[src/rtl/timer_pkg.sv]
// Shared definitions for the down_timer block: FSM state encoding and mode constants.
// Latency: n/a (package only).
// Backpressure: n/a (package only).
package timer_pkg;

   // Raw state encoding. The enum below is built on top of these values.
   localparam logic ST_IDLE = 1'b0;
   localparam logic ST_RUN  = 1'b1;

   // Value of the mode input.
   localparam logic MODE_ONESHOT = 1'b0;
   localparam logic MODE_RELOAD  = 1'b1;

   typedef enum logic {
      S_IDLE = ST_IDLE,
      S_RUN  = ST_RUN
   } state_t;

endpackage : timer_pkg

[src/rtl/down_timer.sv]
// Loadable W-bit down-counter with one-shot / auto-reload terminal-count pulse.
// Latency: load visible on q/busy one cycle after the strobe edge; tc registered with the expiry.
// Backpressure: none; en simply stalls the count and load always wins over counting.
//
// Ports:
//   i_clk      rising-edge clock for all state
//   i_rst      synchronous active-low reset (0 = reset)
//   i_en       count enable; one decrement per enabled cycle while running
//   i_load     load strobe; captures i_load_val into the count and the reload register
//   i_load_val start / reload value
//   i_mode     0 = one-shot, 1 = auto-reload; sampled every cycle
//   o_q        current count
//   o_tc       one-cycle terminal-count pulse
//   o_busy     high while the timer is running
module down_timer
   import timer_pkg::*;
#(
   parameter int W = 4
) (
   input  logic         i_clk,
   input  logic         i_rst,
   input  logic         i_en,
   input  logic         i_load,
   input  logic [W-1:0] i_load_val,
   input  logic         i_mode,
   output logic [W-1:0] o_q,
   output logic         o_tc,
   output logic         o_busy
);

   localparam logic [W-1:0] ONE  = {{(W-1){1'b0}}, 1'b1};
   localparam logic [W-1:0] ZERO = '0;

   state_t         r_state;
   logic [W-1:0]   r_q;
   logic [W-1:0]   r_reload;
   logic           r_tc;

   state_t         w_state_nxt;
   logic [W-1:0]   w_q_nxt;
   logic [W-1:0]   w_reload_nxt;
   logic           w_tc_nxt;

   // Next-state / datapath. Priority: load, then count, then hold.
   always_comb begin
      w_state_nxt  = r_state;
      w_q_nxt      = r_q;
      w_reload_nxt = r_reload;
      w_tc_nxt     = 1'b0;

      if (i_load) begin
         w_q_nxt      = i_load_val;
         w_reload_nxt = i_load_val;
         // Loading zero leaves nothing to count, so stay idle.
         w_state_nxt  = (i_load_val != ZERO) ? S_RUN : S_IDLE;
      end else if (r_state == S_RUN) begin
         if (r_q == ZERO) begin
            // Should never be reached; recover by parking in IDLE with q held.
            w_state_nxt = S_IDLE;
         end else if (i_en) begin
            if (r_q > ONE) begin
               w_q_nxt = r_q - ONE;
            end else begin
               // Expiry: q==1 on an enabled cycle.
               w_tc_nxt = 1'b1;
               if (i_mode == MODE_RELOAD) begin
                  // Skip zero entirely so the tc period equals the reload value.
                  w_q_nxt = r_reload;
               end else begin
                  w_q_nxt     = ZERO;
                  w_state_nxt = S_IDLE;
               end
            end
         end
      end
   end

   always_ff @(posedge i_clk) begin
      if (!i_rst) begin
         r_state  <= S_IDLE;
         r_q      <= ZERO;
         r_reload <= ZERO;
         r_tc     <= 1'b0;
      end else begin
         r_state  <= w_state_nxt;
         r_q      <= w_q_nxt;
         r_reload <= w_reload_nxt;
         r_tc     <= w_tc_nxt;
      end
   end

   assign o_q    = r_q;
   assign o_tc   = r_tc;
   assign o_busy = (r_state == S_RUN);

endmodule : down_timer

[config.mk]
export PLATFORM = sky130hd
export DESIGN_NAME = down_timer
export DESIGN_NICKNAME = d
export VERILOG_FILES = /design/src/rtl/timer_pkg.sv /design/src/rtl/down_timer.sv
export SDC_FILE = /design/constraint.sdc
export NUM_CORES = 1
export LEC_CHECK = 0
export BUFFER_PORTS_ARGS = -buffer_cell sky130_fd_sc_hd__buf_2
export CORE_AREA = 2 2 39 41
export DETAILED_ROUTE_END_ITERATION = 7
export DIE_AREA = 0 0 41 43
export PLACE_DENSITY = 0.68
export SLEW_MARGIN = 5
export SYNTH_ARGS = -nofsm -noshare
export SYNTH_HDL_FRONTEND = slang
export SYNTH_SLANG_ARGS = --single-unit
[constraint.sdc]
create_clock -name i_clk -period 2.3 [get_ports i_clk]
set_input_delay 0.23 -clock i_clk [delete_from_list [all_inputs] [get_ports i_clk]]
set_output_delay 0.23 -clock i_clk [all_outputs]
set_load 0.02 [all_outputs]
==> metrics <==
status completed; largest net degree at the start of global routing 16; skew final 0.001538 ns; Hold Slack 0.2042 ns; VDD IR max 317.1 µV; clk slew on worst S/H paths 0.07 ns; PnR worst setup slack 0.6263 ns; standard-cell rows 14; endpoints failing setup 0; Worst EP required 2.49 ns; crit path DAT 1.86 ns; H-tree levels 1; Synth Instances 65; initial antenna violation count 0; Slowest-stage cell, CP dfxtp_1; Post-CTS Resized 0; Layout fillers 133; Syn Area/Cell 8.989 µm²; overall power 466.4 µW; Die Y 43 µm; CTS tree built; final hold viol count 0; Synth Net Count 77; via/cell ratio 5.776; crit end category flip-flop; critical-path cell list inv_1, ha_1, o21a_4, mux2_4, o221ai_1; xor/xnor cell area share of the yosys netlist 0%; layout cell share with drive strength beyond 1 29.27%; global placer's final weighted congestion 0.8348; crit share post-route 72.77%; actual slew at the worst max-slew pin 0.3565 ns; first-pass GRT wire length 2270 µm; vias in the first global route 535; port bufs 14; Power Density 660.9 nW/µm²; kind of critical path flip-flop to flip-flop; Routed wire per std cell 14.01 µm; DRT Pass-1 Iters 6; critical path fanouts, max 6; dpl ws 0.6639 ns; synth warn 0; Area growth, synth to finish 20.77%; Clock Latency Late Sink 0.27 ns; I/O pin count 15; root buffer cell clkbuf_4; Tmin final 1.674 ns; Hold/Removal Path Class input pin to flip-flop; # Post-CTS Setup Buffers 0; register area 200.2 µm²; mux cell area share after synthesis 10.28%; Final HPWL DP 1007 µm; delay-heaviest family, CP compound AO/OA/AOI/OAI gates; Netlist cell types 29; Max Freq 597.5 MHz; routed wire length 1373 µm; final core occ 50.99%; Post-Synth Simple-Gate Area 21.63%; Seq/Total Area, Yosys 34.26%; CTS Hold Bufs 0; Routed Antenna Nets 0; Inserted Diodes 0; main combinational cell family by area after synthesis compound AO/OA/AOI/OAI gates; area used by multi-input combinational logic 364.1 µm²; Slew Viols, Final 0; Clock Path Buffers 2; CP Buf/Inv Count 1; Seq cells post-synth 10; DRC 0; initial drt markers 13; grt ovf 0; CTS Sinks 10; Setup TNS 0 ns; area share of fa/ha/maj cells after synthesis 6.424%; Nets 95; max_slew headroom 76.09%; core footprint 1384 µm²; startpoint types flip-flop; Initial Util 42.22%; compound-cell area share of the yosys netlist 23.98%; leakage power 0.3082 nW; Die W 41 µm; vias 566; synthesized area 584.3 µm²; CP max stage delay 0.43 ns; RSZ-0062 raised after global routing false; CTS Buf Count 3; gr usage total 19.68%; die area 1763 µm²; maxcap violations 0
## worst min-delay path: cells and delay by family
kind / cells / cell delay (ns)
and+or+nand+nor: 1 / 0.07
buffers and inverters: 1 / 0.08
muxes: 1 / 0.06
## metrics by stage
step / cells / area, µm²
final: 98 / 705.7
after global routing: 98 / 705.7
after detailed placement: 94 / 669.4
after floorplan: 65 / 584.3
after CTS: 98 / 705.7
after global placement: 94 / 669.4
## cells by family after synthesis
family / count (synthesis)
AOI/OAI and AO/OA: 17
and+or+nand+nor: 25
buffers and inverters: 5
DFF: 10
adders and majority gates: 3
muxes: 5
## final timing paths
check | to | depth (start not counted) | slack (ns) | start
worst min register to register | r_reload[2] | 2 | 0.49 | r_reload[2]
worst max-delay path | o_q[1] | 5 | 0.63 | o_q[0]
worst min-delay path | r_reload[3] | 3 | 0.20 | i_load_val[3]
worst max register to register | o_q[1] | 5 | 0.63 | o_q[0]
## layout by cell type (no fill, tap or decap)
master,instances
nand3_1,2
mux2_4,2
a31oi_1,1
inv_1,4
dfxtp_1,10
a211oi_1,2
buf_2,14
o2111ai_1,1
o22a_2,1
nor3_1,1
nand2b_1,3
ha_1,3
o21ai_0,1
o21a_4,1
o41a_1,1
o221ai_1,2
nand2_1,6
nor2_2,1
clkbuf_4,3
nor4_1,2
and3_1,1
mux2i_1,3
nor2_1,5
nand3b_1,1
a221oi_2,1
clkbuf_8,1
o41ai_1,1
or3_1,2
a21oi_1,4
nor2b_1,1
o211ai_1,1
## cells in the mapped netlist
cell | number | area [µm²]
a211oi_1 | 2 | 15.01
nand3b_1 | 1 | 7.510
o2111ai_1 | 1 | 8.760
a21oi_1 | 4 | 20.02
o21a_4 | 1 | 15.01
o41ai_1 | 1 | 8.760
nor3_1 | 1 | 5.000
mux2_4 | 2 | 30.03
nor2_1 | 5 | 18.77
o211ai_1 | 1 | 7.510
or3_1 | 2 | 12.51
mux2i_1 | 3 | 30.03
nor2b_1 | 1 | 6.260
buf_2 | 1 | 5.000
dfxtp_1 | 10 | 200.2
nand2_1 | 6 | 22.52
ha_1 | 3 | 37.54
a31oi_1 | 1 | 6.260
o221ai_1 | 2 | 17.52
o41a_1 | 1 | 11.26
o21ai_0 | 1 | 5.000
inv_1 | 4 | 15.01
nor4_1 | 2 | 12.51
o22a_2 | 1 | 10.01
a221oi_2 | 1 | 15.01
nand2b_1 | 3 | 18.77
nand3_1 | 2 | 10.01
nor2_2 | 1 | 6.260
and3_1 | 1 | 6.260
## layer usage
metal,global-route usage [%],share of wire [%]
met1,24.84,44
met2,27.50,50
met3,6.283,4.1
met4,12.67,2.5
met5,0,0
## registers in the layout, summed over array words and instances (netlist names)
register and count:
o_tc 1, r_reload 4, o_busy 1, o_q 4
## final cells by class
class / count / share of cell area (%)
sequential: 10 / 28.37
clock buffer: 4 / 5.142
tap: 16 / 2.837
multi-input combinational: 50 / 51.60
timing repair buffer: 14 / 9.929
inverter: 4 / 2.128
## power breakdown
part / leakage [nW] / internal (mW) / switching (mW)
Sequential: 0.0825 / 0.184 / 0.0110
Clock: 0.0210 / 0.0963 / 0.0690
Combinational: 0.205 / 0.0492 / 0.0572
Total: 0.308 / 0.329 / 0.137
Note: power is estimated with default switching activity, not from simulation.
